### src/rtl/lmc1992_pkg.sv
// Shared definitions for the LMC1992 microwire receiver and volume stage.
package lmc1992_pkg;

  // Function field codes carried in bits [8:6] of a command word.
  typedef enum logic [2:0] {
    FnMixer  = 3'b000,
    FnBass   = 3'b001,
    FnTreble = 3'b010,
    FnMaster = 3'b011,
    FnRight  = 3'b100,
    FnLeft   = 3'b101,
    FnRsv6   = 3'b110,
    FnRsv7   = 3'b111
  } fn_e;

  localparam logic [4:0] FrameBits = 5'd11;

  // Clamp limits.
  localparam logic [5:0] MasterMax = 6'd40;
  localparam logic [4:0] SideMax   = 5'd20;
  localparam logic [3:0] ToneMax   = 4'd12;

  // Reset values.
  localparam logic [5:0] MasterRst = 6'd40;
  localparam logic [4:0] SideRst   = 5'd20;
  localparam logic [3:0] ToneRst   = 4'd6;
  localparam logic [1:0] MixerRst  = 2'b01;

  // Q0.15 mantissas for 0, -2 and -4 dB; 6 dB steps come from the shift.
  function automatic logic [15:0] mantissa(input logic [1:0] r);
    logic [15:0] m;
    case (r)
      2'd0:    m = 16'd32767;
      2'd1:    m = 16'd26029;
      default: m = 16'd20675;
    endcase
    return m;
  endfunction

endpackage

### src/rtl/lmc1992_atten.sv
// Per-channel two-stage attenuator: stage 1 registers the signed sample and the
// total attenuation step count, stage 2 multiplies by the mantissa and shifts.
module lmc1992_atten
  import lmc1992_pkg::*;
(
  input  logic        i_clk,
  input  logic        i_rst,
  input  logic        i_sample_en,
  input  logic [7:0]  i_sample,
  input  logic [5:0]  i_master_vol,
  input  logic [4:0]  i_side_vol,
  output logic [15:0] o_sample,
  output logic        o_valid
);

  logic signed [7:0]  w_s;
  logic [5:0]         w_atten;
  logic signed [7:0]  r_s;
  logic [5:0]         r_atten;
  logic               r_v1;
  logic [5:0]         w_q;
  logic [1:0]         w_r;
  logic [5:0]         w_sh_amt;
  logic signed [24:0] w_prod;
  logic [15:0]        r_out;
  logic               r_valid;

  // Offset-binary to two's complement, and total 2 dB steps (0..60).
  always_comb begin
    w_s     = signed'(i_sample ^ 8'h80);
    w_atten = (MasterMax - i_master_vol) + (6'(SideMax) - {1'b0, i_side_vol});
  end

  // Stage 1: capture sample and attenuation using the controls of this cycle.
  always_ff @(posedge i_clk or posedge i_rst) begin
    if (i_rst) begin
      r_s     <= '0;
      r_atten <= '0;
      r_v1    <= 1'b0;
    end else begin
      r_v1 <= i_sample_en;
      if (i_sample_en) begin
        r_s     <= w_s;
        r_atten <= w_atten;
      end
    end
  end

  // Every 3 steps is 6 dB (one extra shift); the remainder picks the mantissa.
  always_comb begin
    w_q      = r_atten / 6'd3;
    w_r      = 2'(r_atten % 6'd3);
    w_sh_amt = w_q + 6'd7;
    w_prod   = r_s * $signed({1'b0, mantissa(w_r)});
  end

  // Stage 2: register the shifted product and pulse valid.
  always_ff @(posedge i_clk or posedge i_rst) begin
    if (i_rst) begin
      r_out   <= '0;
      r_valid <= 1'b0;
    end else begin
      r_valid <= r_v1;
      if (r_v1) begin
        r_out <= 16'(w_prod >>> w_sh_amt);
      end
    end
  end

  assign o_sample = r_out;
  assign o_valid  = r_valid;

endmodule

### src/rtl/lmc1992_rx.sv
// Microwire receiver: synchronises the link, deserialises 11-bit commands,
// decodes them into clamped control registers and drives two attenuators.
module lmc1992_rx
  import lmc1992_pkg::*;
#(
  parameter int unsigned SYNC_STAGES = 2,
  parameter logic [1:0]  DEV_ADDR    = 2'b10
) (
  input  logic        i_clk32,
  input  logic        i_reset,
  input  logic        i_mw_clk,
  input  logic        i_mw_data,
  input  logic        i_mw_en_n,
  input  logic        i_sample_en,
  input  logic [7:0]  i_audio_l_in,
  input  logic [7:0]  i_audio_r_in,
  output logic [15:0] o_audio_l_out,
  output logic [15:0] o_audio_r_out,
  output logic        o_audio_valid,
  output logic [5:0]  o_master_vol,
  output logic [4:0]  o_left_vol,
  output logic [4:0]  o_right_vol,
  output logic [3:0]  o_bass,
  output logic [3:0]  o_treble,
  output logic [1:0]  o_mixer,
  output logic        o_cmd_stb,
  output logic        o_cmd_err
);

  logic [SYNC_STAGES-1:0] r_clk_sync, r_data_sync, r_en_sync;
  logic r_clk_prev, r_en_prev;
  logic w_clk_s, w_data_s, w_en_s;
  logic w_clk_rise, w_en_rise, w_en_fall;
  logic [10:0] r_sr;
  logic [4:0]  r_cnt;

  logic [5:0] r_master, w_master_nxt;
  logic [4:0] r_left, w_left_nxt, r_right, w_right_nxt;
  logic [3:0] r_bass, w_bass_nxt, r_treble, w_treble_nxt;
  logic [1:0] r_mixer, w_mixer_nxt;
  logic       r_stb, w_stb_nxt, r_err, w_err_nxt;

  logic [1:0] w_addr;
  fn_e        w_fn;
  logic [5:0] w_data;
  logic       w_valid_l, w_valid_r;

  // Synchronisers, reset to the idle link levels.
  always_ff @(posedge i_clk32 or posedge i_reset) begin
    if (i_reset) begin
      r_clk_sync  <= '0;
      r_data_sync <= '0;
      r_en_sync   <= '1;
      r_clk_prev  <= 1'b0;
      r_en_prev   <= 1'b1;
    end else begin
      r_clk_sync  <= {r_clk_sync[SYNC_STAGES-2:0], i_mw_clk};
      r_data_sync <= {r_data_sync[SYNC_STAGES-2:0], i_mw_data};
      r_en_sync   <= {r_en_sync[SYNC_STAGES-2:0], i_mw_en_n};
      r_clk_prev  <= w_clk_s;
      r_en_prev   <= w_en_s;
    end
  end

  // Edge detection on the synchronised copies.
  always_comb begin
    w_clk_s    = r_clk_sync[SYNC_STAGES-1];
    w_data_s   = r_data_sync[SYNC_STAGES-1];
    w_en_s     = r_en_sync[SYNC_STAGES-1];
    w_clk_rise = w_clk_s & ~r_clk_prev;
    w_en_rise  = w_en_s & ~r_en_prev;
    w_en_fall  = ~w_en_s & r_en_prev;
  end

  // Shift register and saturating bit counter; both enable edges clear the count.
  always_ff @(posedge i_clk32 or posedge i_reset) begin
    if (i_reset) begin
      r_sr  <= '0;
      r_cnt <= '0;
    end else begin
      if (!w_en_s && w_clk_rise) begin
        r_sr <= {r_sr[9:0], w_data_s};
      end
      if (w_en_rise || w_en_fall) begin
        r_cnt <= '0;
      end else if (!w_en_s && w_clk_rise && r_cnt != 5'd31) begin
        r_cnt <= r_cnt + 5'd1;
      end
    end
  end

  // Decode the last 11 bits at frame end into clamped register updates.
  always_comb begin
    w_addr       = r_sr[10:9];
    w_fn         = fn_e'(r_sr[8:6]);
    w_data       = r_sr[5:0];
    w_master_nxt = r_master;
    w_left_nxt   = r_left;
    w_right_nxt  = r_right;
    w_bass_nxt   = r_bass;
    w_treble_nxt = r_treble;
    w_mixer_nxt  = r_mixer;
    w_stb_nxt    = 1'b0;
    w_err_nxt    = 1'b0;
    if (w_en_rise && r_cnt >= FrameBits && w_addr == DEV_ADDR) begin
      w_stb_nxt = 1'b1;
      case (w_fn)
        FnMixer:  w_mixer_nxt  = w_data[1:0];
        FnBass:   w_bass_nxt   = (w_data[3:0] > ToneMax) ? ToneMax : w_data[3:0];
        FnTreble: w_treble_nxt = (w_data[3:0] > ToneMax) ? ToneMax : w_data[3:0];
        FnMaster: w_master_nxt = (w_data > MasterMax) ? MasterMax : w_data;
        FnRight:  w_right_nxt  = (w_data[4:0] > SideMax) ? SideMax : w_data[4:0];
        FnLeft:   w_left_nxt   = (w_data[4:0] > SideMax) ? SideMax : w_data[4:0];
        default: begin
          w_stb_nxt = 1'b0;
          w_err_nxt = 1'b1;
        end
      endcase
    end
  end

  // Control registers and command pulses.
  always_ff @(posedge i_clk32 or posedge i_reset) begin
    if (i_reset) begin
      r_master <= MasterRst;
      r_left   <= SideRst;
      r_right  <= SideRst;
      r_bass   <= ToneRst;
      r_treble <= ToneRst;
      r_mixer  <= MixerRst;
      r_stb    <= 1'b0;
      r_err    <= 1'b0;
    end else begin
      r_master <= w_master_nxt;
      r_left   <= w_left_nxt;
      r_right  <= w_right_nxt;
      r_bass   <= w_bass_nxt;
      r_treble <= w_treble_nxt;
      r_mixer  <= w_mixer_nxt;
      r_stb    <= w_stb_nxt;
      r_err    <= w_err_nxt;
    end
  end

  lmc1992_atten u_atten_l (
    .i_clk        (i_clk32),
    .i_rst        (i_reset),
    .i_sample_en  (i_sample_en),
    .i_sample     (i_audio_l_in),
    .i_master_vol (r_master),
    .i_side_vol   (r_left),
    .o_sample     (o_audio_l_out),
    .o_valid      (w_valid_l)
  );

  lmc1992_atten u_atten_r (
    .i_clk        (i_clk32),
    .i_rst        (i_reset),
    .i_sample_en  (i_sample_en),
    .i_sample     (i_audio_r_in),
    .i_master_vol (r_master),
    .i_side_vol   (r_right),
    .o_sample     (o_audio_r_out),
    .o_valid      (w_valid_r)
  );

  assign o_audio_valid = w_valid_l & w_valid_r;
  assign o_master_vol  = r_master;
  assign o_left_vol    = r_left;
  assign o_right_vol   = r_right;
  assign o_bass        = r_bass;
  assign o_treble      = r_treble;
  assign o_mixer       = r_mixer;
  assign o_cmd_stb     = r_stb;
  assign o_cmd_err     = r_err;

endmodule

### config.mk
export PLATFORM = sky130hd
export DESIGN_NAME = lmc1992_rx
export DESIGN_NICKNAME = d
export VERILOG_FILES = /design/src/rtl/lmc1992_pkg.sv /design/src/rtl/lmc1992_atten.sv /design/src/rtl/lmc1992_rx.sv
export SDC_FILE = /design/constraint.sdc
export NUM_CORES = 1
export LEC_CHECK = 0
export ABC_CLOCK_PERIOD_IN_PS = 15800
export CAP_MARGIN = 20
export CORE_UTILIZATION = 47
export CTS_BUF_LIST = sky130_fd_sc_hd__clkbuf_2
export CTS_CLUSTER_DIAMETER = 40
export DETAILED_ROUTE_END_ITERATION = 10
export PLACE_DENSITY = 0.71
export SKIP_CTS_REPAIR_TIMING = 1
export SYNTH_ARGS = -nofsm -noshare
export SYNTH_HDL_FRONTEND = slang
export SYNTH_SLANG_ARGS = --single-unit
### constraint.sdc
create_clock -name i_clk32 -period 15.8 [get_ports i_clk32]
set_input_delay 3.16 -clock i_clk32 [delete_from_list [all_inputs] [get_ports i_clk32]]
set_output_delay 3.16 -clock i_clk32 [all_outputs]
set_load 0.01 [all_outputs]
==> results of run 1 <==
[placed cells by master, fill, tap and decap left out, types with 13 or more instances in the layout]
master,n
sky130_fd_sc_hd__inv_1,298
sky130_fd_sc_hd__fa_1,148
sky130_fd_sc_hd__ha_1,140
sky130_fd_sc_hd__nand2_1,131
sky130_fd_sc_hd__nor2_1,117
sky130_fd_sc_hd__dfrtp_1,100
sky130_fd_sc_hd__a21oi_1,96
sky130_fd_sc_hd__clkdlybuf4s50_1,81
sky130_fd_sc_hd__o21ai_0,76
sky130_fd_sc_hd__mux2_2,49
sky130_fd_sc_hd__xnor2_1,39
sky130_fd_sc_hd__mux2i_1,39
sky130_fd_sc_hd__nor3_1,35
sky130_fd_sc_hd__nand3_1,32
sky130_fd_sc_hd__and2_1,26
sky130_fd_sc_hd__o211ai_1,21
sky130_fd_sc_hd__a21o_1,21
sky130_fd_sc_hd__clkbuf_2,18
sky130_fd_sc_hd__xor2_1,17
sky130_fd_sc_hd__a211oi_1,16
sky130_fd_sc_hd__o21a_1,16
sky130_fd_sc_hd__o22ai_1,15
sky130_fd_sc_hd__or3_1,14
sky130_fd_sc_hd__nand2b_1,14
sky130_fd_sc_hd__a31oi_1,14
sky130_fd_sc_hd__and3_1,14
sky130_fd_sc_hd__buf_4,14
sky130_fd_sc_hd__dfstp_2,14
sky130_fd_sc_hd__nor2b_1,13
[flip-flops by register name (all words and copies together) (netlist names), 2 cells and up]
register            cells
o_bass                  4
o_left_vol              5
o_master_vol            6
o_mixer                 2
o_right_vol             5
o_treble                4
r_clk_sync              2
r_cnt                   5
r_data_sync             2
r_en_sync               2
r_sr                   11
u_atten_l.o_sample     16
u_atten_l.r_atten       6
u_atten_l.r_s           8
u_atten_r.o_sample     16
u_atten_r.r_atten       6
u_atten_r.r_s           8
[stage by stage]
step / cells / worst slack (ps) / hold WS [ps] / instance area (µm²) / utilization
floorplan: 1768 / 7185 / 331.2 / 15360 / -
global placement: 2216 / 5724 / 333.0 / 16470 / 0.5165
detailed placement: 2217 / 5445 / 337.3 / 16470 / 0.5167
CTS: 2249 / 5393 / 378.0 / 16730 / 0.5246
global route: 2253 / 5098 / 379.2 / 16760 / 0.5256
finish: 2254 / 5790 / 372.0 / 16760 / 0.5257
[routing by layer]
metal  wire (µm)  GRT usage  up-vias
met5           0          0        -
met4        1007    0.08033        0
met3        2633    0.05004       75
met2       18240     0.4046      435
met1       17900     0.3438     6128
li1            -          -     6098
[logic make-up (layout without fill, tap and decap cells)]
logic type,after synthesis,after routing,synth area share
compound gates,380,380,0.1636
xor+xnor,57,57,0.03250
fa+ha+maj,289,289,0.3075
buf+inv,384,433,0.09725
flops,114,114,0.1868
mux,96,96,0.07257
other cells,0,2,0
simple gates,448,448,0.1397
[final timing paths]
path | cells after the start | slack (ps) | end | from
worst max-delay path | 34 | 5790 | u_atten_l.o_sample[14] | u_atten_l.r_atten[4]
worst min-delay path | 0 | 370 | r_data_sync[1] | r_data_sync[0]
worst max register to register | 34 | 5790 | u_atten_l.o_sample[14] | u_atten_l.r_atten[4]
worst min register to register | 0 | 370 | r_data_sync[1] | r_data_sync[0]
max in group asynchronous | 3 | 11700 | u_atten_r.o_sample[15] | i_reset
min in group asynchronous | 2 | 2860 | u_atten_l.o_sample[11] | i_reset
[critical path: cells and delay by family, from the launching register on]
kind | cells | cell delay [ps]
compound gates | 8 | 2640
flops | 1 | 600
mux | 1 | 190
xor+xnor | 1 | 760
fa+ha+maj | 7 | 3020
buf+inv | 5 | 760
simple gates | 12 | 1930
[area by class of cell]
cell class | count | area (µm²) | area share
inverters | 303 | 1140 | 0.06802
well taps | 435 | 544.3 | 0.03248
clock inverters | 14 | 162.7 | 0.009706
clock buffers | 18 | 90.09 | 0.005376
diodes | 2 | 5.005 | 0.0002986
repair buffers | 98 | 940.9 | 0.05614
multi-input cells | 1270 | 11010 | 0.6567
flip-flops and latches | 114 | 2870 | 0.1713
==> reports/results.md, run 1 <==
### Yosys
• sky130_fd_sc_hd__inv_1 (299), sky130_fd_sc_hd__fa_1 (148), sky130_fd_sc_hd__ha_1 (140), sky130_fd_sc_hd__nand2_1 (131), sky130_fd_sc_hd__nor2_1 (117) — most common library cells after synthesis
• 0.01536 mm² — Post-Synthesis Cell Area
• sky130_fd_sc_hd__fa_1 (19%), sky130_fd_sc_hd__dfrtp_1 (16%), sky130_fd_sc_hd__ha_1 (11%) — cells taking the most area after synthesis
• 114 — number of synthesized register bits
• 0 — yosys warns
• 0.1868 — register area share after synthesis
• 2078 — net count of the mapped netlist
• 8.689 µm² — Post-Synthesis Mean Instance Area
• 1768 — number of instances in the synthesized netlist
• sky130_fd_sc_hd__fa_1 — top cell type by total area after synthesis
• 83 — synth unique cells
• sky130_fd_sc_hd__dfrtp_1 — leading register cell type out of synthesis
• 0 — number of enable flip-flop cells after synthesis
• sky130_fd_sc_hd__inv_1 — library cell with the highest instance count after synthesis
• 1.000 — FFs w/ async S/R, synth
• 0.1929 — Yosys top cell area share

### Worst setup path
• 10650 ps — Worst EP arrival
• register — kind of end point of the critical path
• register — Setup crit start kind
• register to register — critical path class
• sky130_fd_sc_hd__a311oi_1 — Slowest-stage cell, CP
• 16440 ps — required time at the endpoint of the critical path
• 26 — top fanout value on the critical path
• 850 ps — delay of the slowest cell on the worst path

### Timing
• 10010 ps — final worst path period need
• 80.61 ps — Layout Skew
• 994.1 ps — Worst-Margin Slew
• 0.6336 — final cycle utilization of the critical path
• false — setup repair after global routing missed its margin
• 99.90 MHz — fmax
• 0 — Fin. Hold Viols
• 0 — Slew Viols, Final
• 0 ps — total negative slack for setup checks
• 0 — Setup-failing EPs final
• 0.3328 — headroom to the max-slew limit

### Die
• 182.8 µm — Die Ht
• 0.03341 mm² — total die area
• 65 — Placement Rows
• 0.4819 — initial core utilization
• 0.03188 mm² — core area
• 83 — ports placed on the boundary
• 182.8 µm — DIE WIDTH

### Drt
• 39.77 mm — drt total wl
• 0 — DRC
• 17.65 µm — routed length per instance
• 12740 — via total after detailed routing
• 6 — first-pass detailed-route iteration total
• 5.650 — mean number of vias per cell
• 0 — antenna violation net count after detailed routing
• 974 — initial detailed-routing violation count

### Clocking
• 114 — CTS sink cnt
• 2 — worst-case clock buffer depth
• 780 ps — Skew-Pair Late Insertion Delay
• yes — CTS tree
• sky130_fd_sc_hd__clkbuf_2 — CTS root buffer
• 4 — maximum level of the CTS H-tree
• 190 ps — clock edge transition at the registers on the reported setup and hold paths
• 17 — number of clock buffers inserted by TritonCTS

### Layout
• 2989 — number of fillers in the final layout
• 0.07320 — fraction of layout instances using a drive strength above 1
• 9.090% — Layout area overhead
• 2114 — number of nets in the layout

### Place
• 31.91 mm — Detailed Place HPWL
• 0.9313 — GPL Wtd Cong
• 82 — IO Port Bufs

### Flow run
• 0 — max-cap violations

### GRT
• 67.26 mm — global-route wire length before repair
• 0.2525 — GRT Total Usage
• 13050 — vias in the first global route
• 0 — overflow left after global routing
• 61 — maximum number of pins on one net before global-route repair
• 1 — initial antenna violation count

### Worst hold path
• register to register — Hold WC Path Type

### Run status
• completed — outcome

Power of run 1 is not shown: default switching activity piles up to over one toggle a cycle in this logic, so the estimate is an artifact.
==> run 2, diff against run 1 <==
ABC_CLOCK_PERIOD_IN_PS = 8700   (was 15800)
PLACE_DENSITY = 0.74   (was 0.71)
clock period = 8.7 ns   (was 15.8 ns; I/O delays follow)
==> reports/results.md, run 2 (synthesis gave the netlist of run 1 again) <==
### Worst setup path
• register to register — critical path class
• 9330 ps — required time at the endpoint of the critical path
• 6 — top fanout value on the critical path
• register — Setup crit start kind
• sky130_fd_sc_hd__fa_1 — Critical Path Most Common Cell
• u_atten_l.o_sample[14] — Reg-to-Reg End
• 8960 ps — Worst EP arrival
• 370 ps — slack of the worst reg-to-reg path
• register — kind of end point of the critical path
• sky130_fd_sc_hd__fa_1 — Slowest-stage cell, CP
• 550 ps — delay of the slowest cell on the worst path
• u_atten_l.r_atten[3] — Reg-to-Reg Start
• 33 — r2r worst-path depth

### GRT
• 0 — overflow left after global routing
• 0 — initial antenna violation count
• 75 — maximum number of pins on one net before global-route repair
• 67.10 mm — global-route wire length before repair
• 0.2524 — GRT Total Usage
• 13020 — vias in the first global route

### Die
• 0.03341 mm² — total die area
• 65 — Placement Rows
• 0.4819 — initial core utilization
• 83 — ports placed on the boundary
• 0.03188 mm² — core area
• 182.8 µm — DIE WIDTH
• 182.8 µm — Die Ht

### Drt
• 929 — initial detailed-routing violation count
• 40.57 mm — drt total wl
• 17.74 µm — routed length per instance
• 0 — DRC
• 0 — antenna violation net count after detailed routing
• 12950 — via total after detailed routing
• 7 — first-pass detailed-route iteration total
• 5.663 — mean number of vias per cell

### Layout
• 0.01137 mm² — area occupied by multi-input gates
• 13.48% — Layout area overhead
• 2958 — number of fillers in the final layout
• 0.1290 — fraction of layout instances using a drive strength above 1
• 0.002874 mm² — Register Area
• sky130_fd_sc_hd__inv_1 — most common cell after layout, fill and taps aside
• 2149 — number of nets in the layout
• sky130_fd_sc_hd__inv_1 (297), sky130_fd_sc_hd__fa_1 (148), sky130_fd_sc_hd__ha_1 (130) — leading cell types in the layout, fill and taps excluded
• 0 — ant diodes

### Timing
• 0 — Setup-failing EPs final
• 79.28 ps — Layout Skew
• 0 — Slew Viols, Final
• 361.6 ps — worst hold margin
• 8326 ps — final worst path period need
• 967.6 ps — Worst-Margin Slew
• 0 ps — total negative slack for setup checks
• 0 — Fin. Hold Viols
• 120.1 MHz — fmax
• 373.6 ps — final worst-path setup slack
• 0.3549 — headroom to the max-slew limit
• 0.9571 — final cycle utilization of the critical path

### Clocking
• 114 — CTS sink cnt
• 4 — maximum level of the CTS H-tree
• 800 ps — Skew-Pair Late Insertion Delay
• 210 ps — clock edge transition at the registers on the reported setup and hold paths
• 17 — number of clock buffers inserted by TritonCTS
• 2 — worst-case clock buffer depth
• yes — CTS tree
• sky130_fd_sc_hd__clkbuf_2 — CTS root buffer

### Flow run
• 0 — max-cap violations

### Worst hold path
• r_data_sync[0] — hold path startpoint
• 0 — worst hold stages
• r_data_sync[1] — WHS Endpoint
• register to register — Hold WC Path Type

### Place
• 82 — IO Port Bufs
• -260.9 ps — pre-CTS setup slack
• 0.9484 — GPL Wtd Cong
• 32.04 mm — Detailed Place HPWL

### Run status
• completed — outcome

-- run 2: how the worst max path moves through the flow --
stage	from	to	slack, ps	cells after the start
floorplan	u_atten_l.r_atten[2]	u_atten_l.o_sample[0]	80	37
global placement	u_atten_l.r_atten[2]	u_atten_l.o_sample[14]	-230	33
detailed placement	u_atten_l.r_atten[2]	u_atten_l.o_sample[14]	-260	33
CTS	u_atten_l.r_atten[2]	u_atten_l.o_sample[14]	-370	33
global route	u_atten_r.r_atten[2]	u_atten_r.o_sample[7]	-50	36
finish	u_atten_l.r_atten[3]	u_atten_l.o_sample[14]	370	33
-- run 2: worst max-delay path, delay by kind of cell, from the launching register on --
kind / cells / cell delay [ps]
AOI/OAI and AO/OA: 6 / 1400
adders and majority gates: 6 / 2600
buffers and inverters: 6 / 690
DFF: 1 / 510
muxes: 2 / 490
and+or+nand+nor: 13 / 2510
-- run 2: cell type report --
class,instances,share of cell area
timing repair buffer,133,0.06976
tap,435,0.03122
multi-input combinational,1270,0.6521
clock inverter,14,0.01148
clock buffer,18,0.005168
sequential,114,0.1649
inverter,303,0.06538
-- run 2: routing by layer --
layer,part of all wire,track usage
met1,0.47,0.3568
met2,0.45,0.4005
met5,0,0
met3,0.059,0.04408
met4,0.018,0.06533
-- run 2: through the flow --
step                      utilization  std cells  cell area (µm²)
after floorplan                     -       1768            15360
after global placement         0.5225       2241            16660
after detailed placement       0.5228       2242            16670
after CTS                      0.5319       2274            16960
after global routing           0.5468       2287            17430
final                          0.5468       2287            17430
Power of run 2 is left out for the same reason.
